===== src/rtl/ps2_transceiver_pkg.sv =====
// Shared PS/2 definitions: FSM state encodings, protocol timing constants
// and the frame parity helper used by the transceiver.
package ps2_transceiver_pkg;

    localparam int PS2_INHIBIT_US  = 100;
    localparam int PS2_INHIBIT_DIV = 1_000_000 / PS2_INHIBIT_US;
    localparam int PS2_DATA_BITS   = 8;

    typedef enum logic [1:0] {
        RX_IDLE,
        RX_DATA,
        RX_PARITY,
        RX_STOP
    } rx_state_t;

    typedef enum logic [2:0] {
        TX_IDLE,
        TX_INHIBIT,
        TX_REQ,
        TX_DATA,
        TX_PARITY,
        TX_STOP,
        TX_ACK,
        TX_WAITIDLE
    } tx_state_t;

    // Bit that makes the total count of ones across data+parity odd.
    function automatic logic odd_parity(input logic [PS2_DATA_BITS-1:0] d);
        return ~^d;
    endfunction

endpackage


===== src/rtl/ps2_rx_fifo.sv =====
// Show-ahead scancode FIFO; pointers carry one extra wrap bit so full and
// empty are distinguishable without a separate count.
module ps2_rx_fifo #(
    parameter int DEPTH = 8
) (
    input  logic       clk,
    input  logic       rst,
    input  logic       push,
    input  logic [7:0] din,
    input  logic       pop,
    output logic [7:0] dout,
    output logic       empty,
    output logic       full
);
    localparam int AW = $clog2(DEPTH);

    logic [7:0]  mem [DEPTH];
    logic [AW:0] wr_ptr, rd_ptr;
    logic        do_push, do_pop;

    assign empty   = (wr_ptr == rd_ptr);
    assign full    = (wr_ptr[AW] != rd_ptr[AW]) && (wr_ptr[AW-1:0] == rd_ptr[AW-1:0]);
    assign do_pop  = pop && !empty;
    // A pop frees the slot in the same cycle, so a push while full still lands.
    assign do_push = push && (!full || do_pop);
    assign dout    = empty ? 8'h00 : mem[rd_ptr[AW-1:0]];

    always_ff @(posedge clk) begin
        if (do_push) mem[wr_ptr[AW-1:0]] <= din;
    end

    always_ff @(posedge clk) begin
        if (rst) begin
            wr_ptr <= '0;
            rd_ptr <= '0;
        end else begin
            if (do_push) wr_ptr <= wr_ptr + 1'b1;
            if (do_pop)  rd_ptr <= rd_ptr + 1'b1;
        end
    end

endmodule


===== src/rtl/ps2_transceiver.sv =====
// Bidirectional PS/2 host port: filtered device-to-host receive into a FIFO,
// host-to-device command send with ACK check, shared frame timeout.
module ps2_transceiver
    import ps2_transceiver_pkg::*;
#(
    parameter int CLK_HZ     = 28000000,
    parameter int FILTER_LEN = 8,
    parameter int FIFO_DEPTH = 8,
    parameter int TIMEOUT_MS = 20
) (
    input  logic       clk,
    input  logic       rst,
    input  logic       ps2clk_i,
    input  logic       ps2data_i,
    output logic       ps2clk_oe,
    output logic       ps2data_oe,
    input  logic       rcv_enable,
    output logic [7:0] rx_data,
    output logic       rx_valid,
    input  logic       rx_ready,
    output logic       rx_overflow,
    output logic       rx_parity_err,
    input  logic [7:0] tx_data,
    input  logic       tx_load,
    output logic       tx_busy,
    output logic       tx_done,
    output logic       tx_error
);
    localparam int INHIBIT_CYC = CLK_HZ / PS2_INHIBIT_DIV;
    localparam int TO_CYC      = CLK_HZ / 1000 * TIMEOUT_MS;
    localparam int FW          = $clog2(FILTER_LEN);
    localparam int IW          = $clog2(INHIBIT_CYC + 1);
    localparam int TW          = $clog2(TO_CYC + 1);
    localparam logic [FW-1:0] FILT_LAST = FW'(FILTER_LEN - 1);
    localparam logic [IW-1:0] INH_LAST  = IW'(INHIBIT_CYC - 1);
    localparam logic [TW-1:0] TO_LAST   = TW'(TO_CYC - 1);

    logic [1:0]    clk_sync, dat_sync;
    logic [FW-1:0] filt_cnt;
    logic          clk_filt, data_s, fall;

    assign data_s = dat_sync[1];

    // Lines idle high, so the synchronisers and filter reset to 1.
    always_ff @(posedge clk) begin
        if (rst) begin
            clk_sync <= 2'b11;
            dat_sync <= 2'b11;
            clk_filt <= 1'b1;
            filt_cnt <= '0;
            fall     <= 1'b0;
        end else begin
            clk_sync <= {clk_sync[0], ps2clk_i};
            dat_sync <= {dat_sync[0], ps2data_i};
            fall     <= 1'b0;
            if (clk_sync[1] == clk_filt) begin
                filt_cnt <= '0;
            end else if (filt_cnt == FILT_LAST) begin
                clk_filt <= clk_sync[1];
                filt_cnt <= '0;
                fall     <= ~clk_sync[1];
            end else begin
                filt_cnt <= filt_cnt + 1'b1;
            end
        end
    end

    tx_state_t tx_state, tx_next;
    rx_state_t rx_state, rx_next;
    logic [TW-1:0] to_cnt;
    logic          to_hit, tx_wait, rx_hold;

    assign tx_wait = (tx_state != TX_IDLE) && (tx_state != TX_INHIBIT);
    assign rx_hold = !rcv_enable || tx_busy;

    always_ff @(posedge clk) begin
        if (rst || fall || !(tx_wait || rx_state != RX_IDLE)) to_cnt <= '0;
        else                                                  to_cnt <= to_cnt + 1'b1;
    end
    assign to_hit = (tx_wait || rx_state != RX_IDLE) && (to_cnt == TO_LAST);

    logic [7:0] rx_sh;
    logic [2:0] rx_bit;
    logic       rx_par, rx_good, rx_push, rx_err_n;
    logic       fifo_full, fifo_empty, fifo_pop;

    assign rx_good = data_s && (^{rx_par, rx_sh});

    always_comb begin
        rx_next  = rx_state;
        rx_push  = 1'b0;
        rx_err_n = 1'b0;
        if (rx_hold) begin
            rx_next = RX_IDLE;
        end else if (fall) begin
            unique case (rx_state)
                RX_IDLE:   if (!data_s) rx_next = RX_DATA;
                RX_DATA:   if (rx_bit == 3'd7) rx_next = RX_PARITY;
                RX_PARITY: rx_next = RX_STOP;
                RX_STOP: begin
                    rx_next  = RX_IDLE;
                    rx_push  = rx_good;
                    rx_err_n = !rx_good;
                end
                default:   rx_next = RX_IDLE;
            endcase
        end else if (to_hit) begin
            rx_next = RX_IDLE;
        end
    end

    always_ff @(posedge clk) begin
        if (rst) begin
            rx_state      <= RX_IDLE;
            rx_sh         <= '0;
            rx_bit        <= '0;
            rx_par        <= 1'b0;
            rx_parity_err <= 1'b0;
        end else begin
            rx_state      <= rx_next;
            rx_parity_err <= rx_err_n;
            if (rx_state == RX_IDLE) rx_bit <= '0;
            if (fall && !rx_hold) begin
                if (rx_state == RX_DATA) begin
                    rx_sh  <= {data_s, rx_sh[7:1]};
                    rx_bit <= rx_bit + 1'b1;
                end
                if (rx_state == RX_PARITY) rx_par <= data_s;
            end
        end
    end

    assign rx_valid = !fifo_empty;
    assign fifo_pop = rx_ready && rx_valid;

    ps2_rx_fifo #(.DEPTH(FIFO_DEPTH)) u_fifo (
        .clk   (clk),
        .rst   (rst),
        .push  (rx_push),
        .din   (rx_sh),
        .pop   (fifo_pop),
        .dout  (rx_data),
        .empty (fifo_empty),
        .full  (fifo_full)
    );

    always_ff @(posedge clk) begin
        if (rst)                         rx_overflow <= 1'b0;
        else if (fifo_pop)               rx_overflow <= 1'b0;
        else if (rx_push && fifo_full)   rx_overflow <= 1'b1;
    end

    logic [7:0]    tx_sh;
    logic [2:0]    tx_bit;
    logic [IW-1:0] inh_cnt;
    logic          tx_par, data_oe, tx_nak, done_n, err_n;

    always_comb begin
        tx_next = tx_state;
        done_n  = 1'b0;
        err_n   = 1'b0;
        unique case (tx_state)
            TX_IDLE:     if (tx_load) tx_next = TX_INHIBIT;
            TX_INHIBIT:  if (inh_cnt == INH_LAST) tx_next = TX_REQ;
            TX_REQ:      if (fall) tx_next = TX_DATA;
            TX_DATA:     if (fall && tx_bit == 3'd6) tx_next = TX_PARITY;
            TX_PARITY:   if (fall) tx_next = TX_STOP;
            TX_STOP:     if (fall) tx_next = TX_ACK;
            TX_ACK:      if (fall) tx_next = TX_WAITIDLE;
            TX_WAITIDLE: if (clk_filt && data_s) begin
                tx_next = TX_IDLE;
                done_n  = 1'b1;
                err_n   = tx_nak;
            end
            default:     tx_next = TX_IDLE;
        endcase
        if (tx_wait && to_hit) begin
            tx_next = TX_IDLE;
            done_n  = 1'b1;
            err_n   = 1'b1;
        end
    end

    // Each fall hands the line the next bit; the device samples it on the rise.
    always_ff @(posedge clk) begin
        if (rst) begin
            tx_state <= TX_IDLE;
            tx_sh    <= '0;
            tx_bit   <= '0;
            tx_par   <= 1'b0;
            inh_cnt  <= '0;
            data_oe  <= 1'b0;
            tx_nak   <= 1'b0;
            tx_done  <= 1'b0;
            tx_error <= 1'b0;
        end else begin
            tx_state <= tx_next;
            tx_done  <= done_n;
            tx_error <= err_n;
            inh_cnt  <= (tx_state == TX_INHIBIT) ? inh_cnt + 1'b1 : '0;
            if (tx_state == TX_IDLE && tx_load) begin
                tx_sh  <= tx_data;
                tx_par <= odd_parity(tx_data);
                tx_bit <= '0;
            end
            if (tx_next == TX_IDLE) begin
                data_oe <= 1'b0;
            end else if (tx_state == TX_INHIBIT && tx_next == TX_REQ) begin
                data_oe <= 1'b1;
            end else if (fall) begin
                case (tx_state)
                    TX_REQ:    data_oe <= ~tx_sh[0];
                    TX_DATA: begin
                        data_oe <= ~tx_sh[1];
                        tx_sh   <= tx_sh >> 1;
                        tx_bit  <= tx_bit + 1'b1;
                    end
                    TX_PARITY: data_oe <= ~tx_par;
                    TX_STOP:   data_oe <= 1'b0;
                    TX_ACK:    tx_nak  <= data_s;
                    default:   ;
                endcase
            end
        end
    end

    assign tx_busy    = (tx_state != TX_IDLE);
    assign ps2clk_oe  = (tx_state == TX_INHIBIT);
    assign ps2data_oe = data_oe;

endmodule


===== config.mk =====
export PLATFORM = sky130hd
export DESIGN_NAME = ps2_transceiver
export DESIGN_NICKNAME = d
export VERILOG_FILES = /design/src/rtl/ps2_transceiver_pkg.sv /design/src/rtl/ps2_rx_fifo.sv /design/src/rtl/ps2_transceiver.sv
export SDC_FILE = /design/constraint.sdc
export NUM_CORES = 1
export LEC_CHECK = 0
export ABC_AREA = 1
export BUFFER_PORTS_ARGS = -buffer_cell sky130_fd_sc_hd__buf_2
export CORE_MARGIN = 2
export CORE_UTILIZATION = 60
export DETAILED_ROUTE_END_ITERATION = 6
export PLACE_DENSITY = 0.88
export REMOVE_ABC_BUFFERS = 1
export SLEW_MARGIN = 30
export SYNTH_ARGS = -nofsm -noshare
export SYNTH_HDL_FRONTEND = slang
export SYNTH_SLANG_ARGS = --single-unit

===== constraint.sdc =====
create_clock -name clk -period 3.7 [get_ports clk]
set_input_delay 0.74 -clock clk [delete_from_list [all_inputs] [get_ports clk]]
set_output_delay 0.74 -clock clk [all_outputs]
set_load 0.02 [all_outputs]

* After elaboration in Yosys (flattened, before gate mapping)
Memory sizes are Yosys's and may differ from the RTL's. A register that Yosys moved wholly into a read port is not among the register bits. Index checks and enable logic that the tools add are counted.
Cells by class: add/sub/neg operators 7, equal/unequal tests 23, muxes and demuxes 45, bitwise gates (word level) 11, reductions and logical operators 48
Operators by type and width (number):
- $mux 3 | 19
- $mux 8 | 6
- $pmux 3 s8 | 1
- $eq 3x3->1 const B | 7
- $add 20x1->20 const B | 1
- $eq 20x20->1 const B | 1
- $logic_and 1x1->1 | 14
- $mux 1 | 13
- $add 12x1->12 const B | 1
- $eq 12x12->1 const B | 1
- $not 1->1 | 11
- $add 3x1->3 const B | 3
- $eq 3x2->1 const B | 3
- $reduce_xor 9->1 | 1
- $add 4x1->4 const B | 2
- $mux 2 | 4
- $pmux 2 s4 | 1
- $reduce_and 2->1 | 4
- $reduce_or 2->1 | 4
- $reduce_xnor 8->1 | 1
- $logic_not 1->1 | 6
- $logic_not 3->1 | 2
- $ne 3x3->1 const B | 2
- $reduce_bool 2->1 | 3
- other kinds (17) | 23
Word-level totals: register bits after elaboration 84, memory bits (writable) 64, input port bits 15, output and inout bits 16, word-level logic and storage cells 158, memories kept 1
Memories:
- u_fifo.mem | depth 8, width 8, rd ports 1, clocked after Yosys merged registers in 1, wr ports 1, RTL line ps2_rx_fifo.sv:17 | logic [7:0] mem [DEPTH];

* Depth between registers and ports, before layout
Gate-level depths: netlist of run 1.
word-level depth 10, depth in mapped cells 14, gate-level depth less buffers 13

* By module
A second synthesis of run 1 with hierarchy kept.
Second synthesis, totals: cell total of the unflattened synthesis 857, area total of the unflattened synthesis 7140.6 sq um
By module, submodules not included:
- ps2_transceiver | times used 1, cells an instance 589, area an instance 4006.3 sq um, sequential area each 1521.5 sq um
- ps2_rx_fifo | times used 1, cells an instance 268, area an instance 3134.3 sq um, sequential area each 2142.1 sq um

* Least setup slack after synthesis of run 1
No wires, ideal clock.
path type register to output, start point register u_fifo.wr_ptr[2], end point output rx_data[0], arrival 1.682 ns, required time 2.960 ns, setup slack 1.278 ns, stages on the path, launching flop included 8, path buffers 2, cell sequence dfxtp_1 -> buf_2 -> xor2_1 -> nor2_1 -> nand2_1 -> clkbuf_1 -> o21ai_0 -> a31oi_1
On the way: word-level cells in the longest chain between the ends 2
Ends and longest elaborated chain:
- from (decl) | RTL line ps2_rx_fifo.sv:18 | logic [AW:0] wr_ptr, rd_ptr;
- from (signal assigned) | RTL line ps2_rx_fifo.sv:37 | if (do_push) wr_ptr <= wr_ptr + 1'b1;
- $eq 4x4->1 | RTL line ps2_rx_fifo.sv:21 | assign empty = (wr_ptr == rd_ptr);
- $mux 8 | RTL line ps2_rx_fifo.sv:26 | assign dout = empty ? 8'h00 : mem[rd_ptr[AW-1:0]];
- to (decl) | RTL line ps2_transceiver.sv:18 | output logic [7:0] rx_data,
Every way passes these cells.

==> results of run 1 <==
[stage by stage]
step	instances	power, W	instance area (sq um)	hold slack (ns)	util, %
floorplan	803	0.00203	6920	0.389	-
global placement	987	0.00211	7330	0.401	63.9
detailed placement	987	0.00212	7330	0.409	63.9
CTS	1019	0.00376	7900	0.419	68.9
global route	1019	0.00387	7900	0.434	68.9
finish	1019	0.00374	7900	0.414	68.9
[Yosys cell counts, types with 8 or more instances]
cell type  instances
a21oi_1           51
a31oi_1            8
buf_2              8
clkbuf_1          18
dfxtp_1           87
edfxtp_1          64
ha_1              15
inv_1             71
nand2_1          140
nand3_1           29
nand4_1            9
nor2_1           125
nor3_1            18
o21ai_0           89
o22ai_1            8
or2_2              8
xnor2_1           16
xor2_1            16
[power breakdown]
| group | switching (W) | total [W] | internal (W) |
|---|---|---|---|
| Clock | 0.000660 | 0.00165 | 0.000990 |
| Sequential | 0.0000247 | 0.00177 | 0.00175 |
| Combinational | 0.000211 | 0.000318 | 0.000107 |
| Total | 0.000895 | 0.00374 | 0.00285 |
[kinds of logic (layout without fill, tap and decap cells)]
kind of cell	after synthesis	after routing
fa+ha+maj	15	15
flops	151	151
mux	1	1
compound gates	164	164
simple gates	362	362
buf+inv	110	151
xor+xnor	32	32
[worst reg2reg max path, stage by stage, from the launching register on]
cell     delay (ns)
dfxtp_1        0.47
xor2_1         0.22
nor2_1         0.07
nand2_1        0.33
nand2_1        0.21
nand2_1        0.16
nand4_1        0.42
nor2_1         0.63
[cell type report]
| class | count | area, sq um |
|---|---|---|
| Timing Repair Buffer | 41 | 233 |
| Fill cell | 856 | 3570 |
| Clock buffer | 20 | 437 |
| Sequential cell | 151 | 3660 |
| Clock inverter | 12 | 133 |
| Inverter | 78 | 293 |
| Multi-Input combinational cell | 574 | 2960 |
| Tap cell | 143 | 179 |
[cells in the final DEF (no fill, tap or decap), drive strengths merged]
| cell | synthesis | final |
|---|---|---|
| nor3 | 19 | 19 |
| o31ai | 1 | 1 |
| buf | 14 | 41 |
| o22ai | 8 | 8 |
| nand2 | 146 | 146 |
| a31oi | 8 | 8 |
| nand3b | 1 | 1 |
| edfxtp | 64 | 64 |
| mux2i | 1 | 1 |
| clkinv | 3 | 10 |
| clkbuf | 18 | 20 |
| a21oi | 51 | 51 |
| o221ai | 1 | 1 |
| ha | 15 | 15 |
| dfxtp | 87 | 87 |
| nor3b | 4 | 4 |
| and2 | 1 | 1 |
| nand3 | 33 | 33 |
| xor2 | 16 | 16 |
| nor2 | 130 | 130 |
| o211ai | 1 | 1 |
| a211oi | 1 | 1 |
| bufinv | 0 | 2 |
| or3 | 2 | 2 |
| nand4 | 12 | 12 |
| o311ai | 1 | 1 |
| xnor2 | 16 | 16 |
| clkinvlp | 0 | 3 |
| o21ai | 92 | 92 |
| or2 | 14 | 14 |
| inv | 75 | 75 |
[flip-flops by register name (all words and copies together), names as in the netlist, named ones only]
name	flops
clk_sync	2
fall	1
rx_overflow	1
rx_parity_err	1
tx_nak	1
ps2data_oe	1
tx_bit	3
rx_bit	3
u_fifo.mem	64
tx_sh	8
rx_sh	8
u_fifo.wr_ptr	4
tx_error	1
to_cnt	20
clk_filt	1
rx_state	2
rx_par	1
tx_state	3
dat_sync	2
inh_cnt	12
filt_cnt	3
tx_par	1
u_fifo.rd_ptr	4
tx_done	1
[routing by layer]
metal	up-vias	wire [um]	GRT usage (%)
met5	-	0	0
met4	0	292	8.94
met3	28	480	5.24
met2	113	7000	39.9
met1	2536	6040	27.4
li1	2839	-	-
[path summary, 6_finish.rpt]
| path | endpoint | start | depth (start not counted) | slack (ns) |
|---|---|---|---|---|
| min | dat_sync[1] | dat_sync[0] | 1 | 0.41 |
| max reg2reg | u_fifo.mem[7][5] | u_fifo.wr_ptr[2] | 7 | 0.83 |
| min reg2reg | dat_sync[1] | dat_sync[0] | 1 | 0.41 |
| max | rx_data[4] | register | 6 | 0.68 |
==> impl_metrics.py, run 1 <==
metrics = {
    "clock_network": {
        "clockBufferDepth": 2,
        "hold_buffers": 0,
        "cts_tree": "yes",
        "post_cts_buffers": 0,
        "clock_sinks": 151,
        "clk_pin_slew_ns": 0.06,
        "ctsResizeCount": 0,
        "htree_levels": 4,
        "clock_latency_ns": 0.42,
        "root_buffer": "clkbuf_16",
        "numCtsBuffers": 17,
    },
    "sta": {
        "setup_viol": 0,
        "finalHoldViolCount": 0,
        "timing.final.ws_setup_ns": 0.681,
        "slew_viol_final": 0,
        "tightest_slew_ns": 0.832,
        "maxSlewHeadroom_pct": 44.5,
        "period_share_pct": 81.6,
        "fmax_mhz": 331,
        "finalClockSkew_ns": 0.00646,
        "rsz0062_at_grt": "false",
        "setup_tns_ns": 0,
        "period_minus_slack_ns": 3.02,
    },
    "floorplan": {
        "row_count": 39,
        "io-pin-count": 31,
        "fp.dieH_um": 112,
        "placeableCoreArea_sq_um": 11500,
        "die_area_sq_um": 12700,
        "dieWidth_um": 112,
        "start_util_pct": 61.6,
    },
    "pwr": {
        "p_leak_nw": 3.06,
        "vdd_ir_drop_max_mv": 0.464,
        "cellPowerDensity_nw_per_um2": 474,
    },
    "critical_path": {
        "required_ns": 2.96,
        "cp-end-kind": "output port",
        "setup.worst_path.start_class": "register",
        "critPathMaxFanout": 17,
        "critPathTopFamily": "flip-flops",
        "worst-path-buf-inv": 2,
        "slowest_delay_ns": 0.69,
        "path_cells": "inv_1, o21ai_0, o22ai_1, o21ai_0, a31oi_1, buf_2",
        "crit_path_frequent_cell": "o21ai_0",
        "path_class": "reg2out",
        "crit_arrival_ns": 2.28,
        "crit_slowest_cell": "dfxtp_1",
    },
    "global_route": {
        "antenna_found_initial": 0,
        "grt_pass1_vias": 5237,
        "grt_first_pass_wirelength_mm": 23.3,
        "track_usage_pct": 22.8,
        "grt_max_degree": 33,
        "gr-total-overflow": 0,
    },
    "placed_design": {
        "gp_congestion": 0.887,
        "hpwlAfterDp_mm": 9.33,
        "numPortBuffers": 30,
        "pre_cts_ws_ns": 0.865,
    },
    "logic_synthesis": {
        "ys_warn_count": 0,
        "synthAdderAreaFrac_pct": 2.66,
        "syn_inst": 835,
        "syn_avg_cell_area_sq_um": 8.46,
        "synth_top_area_cell": "edfxtp_1",
        "synth_top_flop_cell": "dfxtp_1",
        "synthMuxAreaShare_pct": 0.142,
        "ys_seq_area_share_pct": 51.9,
        "syn_area_sq_um": 7060,
        "synth_edf_count": 64,
        "synth_top_area_share_pct": 27.2,
        "synthTopCellsByArea": "edfxtp_1 27%, dfxtp_1 25%, nand2_1 7.4%",
        "synth_compound_area_share_pct": 12.3,
        "synth-simple-area-share_pct": 22.9,
        "ys_types": 45,
        "ys_async_sr_fraction_pct": 0,
        "synth-seq-cells": 151,
        "synth_xor_area_share_pct": 3.97,
        "synth_top_family_by_area": "simple AND/OR/NAND/NOR gates",
    },
    "route": {
        "drc": 0,
        "wl_mm": 13.8,
        "wire_per_inst_um": 13.6,
        "drtIter0Drc": 407,
        "vias": 5516,
        "ant_nets": 0,
        "firstDrtPassIters": 4,
        "via_per_inst": 5.41,
    },
    "outcome": {
        "status": "completed",
    },
    "cells_and_area": {
        "drive_gt1_share_pct": 11.6,
        "fin_nets": 893,
        "area_delta_synth_final_pct": 11.8,
        "num_antenna_cells": 0,
    },
    "flow_run": {
        "max_cap_viol_count": 0,
    },
    "min_path": {
        "hold_class": "reg2reg",
    },
}
Power figures use the tool's default switching activity.
==> run 2, diff against run 1 <==
==> constraint.sdc (replaced) <==
create_clock -name clk -period 3.02 [get_ports clk]
set_input_delay 0.604 -clock clk [delete_from_list [all_inputs] [get_ports clk]]
set_output_delay 0.604 -clock clk [all_outputs]
set_load 0.02 [all_outputs]
==> impl_metrics.py, run 2 (synthesis gave the netlist of run 1 again) <==
metrics = {
    "placed_design": {
        "gp_congestion": 0.806,
        "post_dp_cell_area_sq_um": 7380,
        "numPortBuffers": 30,
        "pre_cts_ws_ns": 0.585,
        "hpwlAfterDp_mm": 9.84,
    },
    "clock_network": {
        "clk_pin_slew_ns": 0.06,
        "ctsResizeCount": 0,
        "root_buffer": "clkbuf_16",
        "clockBufferDepth": 2,
        "numCtsBuffers": 17,
        "post_cts_buffers": 0,
        "clock_sinks": 151,
        "cts_tree": "yes",
        "hold_buffers": 0,
        "clock_latency_ns": 0.43,
        "htree_levels": 4,
    },
    "sta": {
        "setup_viol": 0,
        "timing.final.ws_setup_ns": 0.236,
        "rsz0062_at_grt": "false",
        "tightest_slew_ns": 0.696,
        "slew_viol_final": 0,
        "period_minus_slack_ns": 2.78,
        "setup_tns_ns": 0,
        "finalClockSkew_ns": 0.0113,
        "period_share_pct": 92.2,
        "whs_ns": 0.354,
        "fmax_mhz": 359,
        "finalHoldViolCount": 0,
        "maxSlewHeadroom_pct": 53.5,
    },
    "floorplan": {
        "fp.dieH_um": 112,
        "row_count": 39,
        "placeableCoreArea_sq_um": 11500,
        "die_area_sq_um": 12700,
        "io-pin-count": 31,
        "start_util_pct": 61.6,
        "dieWidth_um": 112,
    },
    "pwr": {
        "vdd_ir_drop_max_mv": 0.617,
        "p_leak_nw": 3.07,
        "cellPowerDensity_nw_per_um2": 568,
    },
    "cells_and_area": {
        "regArea_sq_um": 3660,
        "num_antenna_cells": 0,
        "area_delta_synth_final_pct": 12.2,
        "mostFrequentLayoutCells": "140 x nand2_1, 125 x nor2_1, 89 x o21ai_0",
        "final_util_pct": 69.1,
        "drive_gt1_share_pct": 12.3,
        "fill_cells": 819,
        "final_common_cell": "nand2_1",
        "postLayoutCellArea_sq_um": 7920,
        "multi_input_area_sq_um": 2960,
        "fin_nets": 900,
        "largest_reg_flops": 64,
    },
    "route": {
        "wl_mm": 14.4,
        "ant_nets": 0,
        "firstDrtPassIters": 5,
        "vias": 5625,
        "drc": 0,
        "drtIter0Drc": 514,
        "wire_per_inst_um": 14.0,
        "via_per_inst": 5.48,
    },
    "critical_path": {
        "crit_arrival_ns": 2.18,
        "setup.worst_path.start_class": "register",
        "startpoint": "u_fifo.wr_ptr[2]",
        "path_class": "reg2out",
        "critPathTopFamily": "compound AO/OA/AOI/OAI gates",
        "crit_slowest_cell": "dfxtp_1",
        "rr_startpoint": "u_fifo.wr_ptr[2]",
        "path_cells": "xor2_1, nor2_1, nand2_1, o21ai_0, a31oi_1, buf_2",
        "required_ns": 2.42,
        "worst-path-buf-inv": 1,
        "cp-end-kind": "output port",
        "critPathMaxFanout": 13,
        "slowest_delay_ns": 0.46,
    },
    "global_route": {
        "track_usage_pct": 23.9,
        "antenna_found_initial": 0,
        "gr-total-overflow": 0,
        "grt_max_degree": 32,
        "grt_first_pass_wirelength_mm": 24.2,
        "grt_pass1_vias": 5256,
    },
    "flow_run": {
        "max_cap_viol_count": 0,
    },
    "min_path": {
        "hold_start": "ps2clk_i",
        "hold_class": "in2reg",
    },
    "outcome": {
        "status": "completed",
    },
}
## run 2: cell count changes in the layout (fill, tap and decap cells not counted), sizes merged
| cell | previous run | this run |
|---|---|---|
| bufinv | 2 | 1 |
| clkinvlp | 3 | 7 |
| clkinv | 10 | 8 |
| clkbuf | 20 | 19 |
| buf | 41 | 48 |
## run 2: path summary, 6_finish.rpt
| check | endpoint | slack, ns | cells after the start |
|---|---|---|---|
| max | rx_data[5] | 0.24 | 6 |
| max reg2reg | u_fifo.mem[3][3] | 0.56 | 9 |
| min reg2reg | clk_sync[1] | 0.41 | 1 |
| min | clk_sync[0] | 0.35 | 2 |
## run 2: final cells by class
cell class              instances  share of cell area (%)
multi-input cells             574                    37.4
well taps                     143                    2.26
inverters                      78                    3.69
flip-flops and latches        151                    46.2
clock buffers                  19                    5.46
clock inverters                13                    1.37
repair buffers                 48                    3.60
## run 2: metal layers
metal | track usage, % | routed length (um) | vias up
met2 | 41.4 | 7280 | 166
met1 | 28.8 | 6040 | 2577
met3 | 5.89 | 732 | 30
met5 | 0 | 0 | -
li1 | - | - | 2852
met4 | 9.35 | 337 | 0
## run 2: where the power goes
part | leakage [nW] | switching [W] | internal [W] | total, W
logic | 1.49 | 0.000271 | 0.000135 | 0.000406
registers | 1.34 | 0.0000250 | 0.00214 | 0.00217
clock network | 0.245 | 0.000809 | 0.00112 | 0.00193
total | 3.07 | 0.00111 | 0.00340 | 0.00450
## run 2: worst reg2reg max path, cell delays in order (launching register included)
cell and delay, ns:
dfxtp_1 0.46, xor2_1 0.21, nor2_1 0.07, nand2_1 0.31, nand2_1 0.22, nand2_1 0.15, nand4_1 0.10, buf_4 0.19
nor3_1 0.21, buf_4 0.23
## run 2: per-stage QoR
stage,power (W),instances
floorplan,0.00248,803
global placement,0.00260,994
detailed placement,0.00261,994
CTS,0.00453,1026
global route,0.00467,1026
finish,0.00450,1026
==> run 3, diff against run 2 <==
--- a/config.mk
+++ b/config.mk
@@ -8,9 +8,9 @@
 export ABC_AREA = 1
 export BUFFER_PORTS_ARGS = -buffer_cell sky130_fd_sc_hd__buf_2
 export CORE_MARGIN = 2
-export CORE_UTILIZATION = 60
+export CORE_UTILIZATION = 39
 export DETAILED_ROUTE_END_ITERATION = 6
-export PLACE_DENSITY = 0.88
+export PLACE_DENSITY = 0.65
 export REMOVE_ABC_BUFFERS = 1
 export SLEW_MARGIN = 30
 export SYNTH_ARGS = -nofsm -noshare
==> impl_metrics.py, run 3 (synthesis gave the netlist of run 1 again) <==
metrics = {
    "placed_design": {
        "gp_congestion": 0.852,
        "hpwlAfterDp_mm": 9.92,
        "numPortBuffers": 30,
        "dpl.cell_count": 1080,
        "pre_cts_ws_ns": 0.648,
    },
    "critical_path": {
        "crit_path_frequent_cell": "o21ai_0",
        "crit_arrival_ns": 2.16,
        "required_ns": 2.42,
        "slowest_delay_ns": 0.68,
        "crit_slowest_cell": "dfxtp_1",
        "setup.worst_path.start_class": "register",
        "path_class": "reg2out",
        "cp-end-kind": "output port",
        "critPathMaxFanout": 17,
        "path_cells": "clkinvlp_4, buf_4, o21ai_0, o22ai_1, o21ai_0, a31oi_1, buf_2",
    },
    "route": {
        "wire_per_inst_um": 13.0,
        "drtIter0Drc": 348,
        "vias": 5488,
        "wl_mm": 14.5,
        "via_per_inst": 4.93,
        "ant_nets": 0,
        "drc": 0,
        "firstDrtPassIters": 4,
    },
    "cells_and_area": {
        "regArea_sq_um": 3660,
        "mostFrequentLayoutCells": "140 x nand2_1, 125 x nor2_1, 89 x o21ai_0",
        "multi_input_area_sq_um": 2960,
        "area_delta_synth_final_pct": 14.8,
        "fin_nets": 902,
        "final_common_cell": "nand2_1",
        "final_util_pct": 45.5,
        "drive_gt1_share_pct": 12.9,
        "num_antenna_cells": 0,
        "fill_cells": 1720,
        "largest_reg_flops": 64,
        "final_cell_count_no_fill": 1114,
    },
    "sta": {
        "setup_tns_ns": 0,
        "maxSlewHeadroom_pct": 54.4,
        "finalHoldViolCount": 0,
        "fmax_mhz": 362,
        "period_minus_slack_ns": 2.76,
        "slew_viol_final": 0,
        "period_share_pct": 91.4,
        "timing.final.ws_setup_ns": 0.260,
        "rsz0062_at_grt": "false",
        "setup_viol": 0,
        "tightest_slew_ns": 0.675,
        "finalClockSkew_ns": 0.00680,
    },
    "floorplan": {
        "dieWidth_um": 139,
        "io-pin-count": 31,
        "row_count": 49,
        "die_area_sq_um": 19200,
        "start_util_pct": 39.6,
        "fp.dieH_um": 139,
        "placeableCoreArea_sq_um": 17800,
    },
    "global_route": {
        "gr-total-overflow": 0,
        "track_usage_pct": 15.8,
        "grt_first_pass_wirelength_mm": 24.5,
        "antenna_found_initial": 0,
        "grt_pass1_vias": 5112,
        "grt_max_degree": 33,
    },
    "pwr": {
        "cellPowerDensity_nw_per_um2": 580,
        "vdd_ir_drop_max_mv": 0.422,
        "p_leak_nw": 3.12,
        "p_int_w": 0.00354,
        "p_sw_share_pct": 24.7,
        "fin_total_pwr_w": 0.00470,
        "p_clk_share_pct": 45.2,
        "seqPwrFrac_pct": 46.2,
        "comb_power_share_pct": 8.6,
        "switching_power_w": 0.00116,
    },
    "clock_network": {
        "root_buffer": "clkbuf_16",
        "clock_latency_ns": 0.43,
        "numCtsBuffers": 17,
        "cts_tree": "yes",
        "clockBufferDepth": 2,
        "clk_pin_slew_ns": 0.06,
        "clock_sinks": 151,
        "htree_levels": 4,
    },
    "flow_run": {
        "max_cap_viol_count": 0,
    },
    "min_path": {
        "hold_class": "in2reg",
    },
    "outcome": {
        "status": "completed",
    },
}
==> run 3: cell types whose count changed in the layout (fill, tap and decap cells not counted), sizes merged <==
cell,change
inv,+4
clkinvlp,-4
buf,+2
clkinv,-3
clkbuf,+3
==> run 3: power by group through the flow <==
stage | Combinational (W) | Sequential [W] | Clock, W
after floorplan | 0.000269 | 0.00222 | 0
after global placement | 0.000395 | 0.00221 | 0
after detailed placement | 0.000400 | 0.00221 | 0
after CTS | 0.000403 | 0.00217 | 0.00217
after global routing | 0.000458 | 0.00217 | 0.00226
final | 0.000405 | 0.00217 | 0.00213
==> run 3: per-layer routing <==
metal | global-route usage [%] | up-vias | wire (um)
met5 | 0 | - | 0
met3 | 3.76 | 30 | 676
li1 | - | 2852 | -
met4 | 5.64 | 0 | 322
met2 | 27.0 | 106 | 6910
met1 | 19.4 | 2500 | 6590
==> run 3: critical path, delay by kind of cell, from the launching register on <==
family	cells	cell delay, ns
AOI/OAI and AO/OA	4	0.48
DFF	1	0.68
buffers and inverters	3	0.56
==> run 3: through the flow <==
step	area (sq um)	hold WS, ns
after floorplan	6920	0.389
after global placement	7490	0.401
after detailed placement	7490	0.400
after CTS	8090	0.349
after global routing	8110	0.351
final	8110	0.359
==> run 3: worst paths after layout <==
check | start | slack [ns] | cells after the start | end
worst max-delay path | register | 0.26 | 7 | rx_data[0]
worst max register to register | u_fifo.wr_ptr[0] | 0.61 | 10 | u_fifo.mem[3][0]
worst min register to register | clk_sync[0] | 0.41 | 1 | clk_sync[1]
worst min-delay path | ps2data_i | 0.36 | 2 | dat_sync[0]
==> run 3: cell type report <==
type	count	share of cell area [%]
Timing Repair Buffer	50	3.70
Tap cell	229	3.53
Inverter	78	3.66
Sequential cell	151	45.2
Multi-Input combinational cell	574	36.5
Clock buffer	22	6.11
Clock inverter	10	1.31
==> run 3: repair_timing <==
item                       in CTS  in global routing
gates resized for setup         0                  1
setup endpoints to repair       0                  1
hold buffers                    0                  0
setup buffers                   0                  2
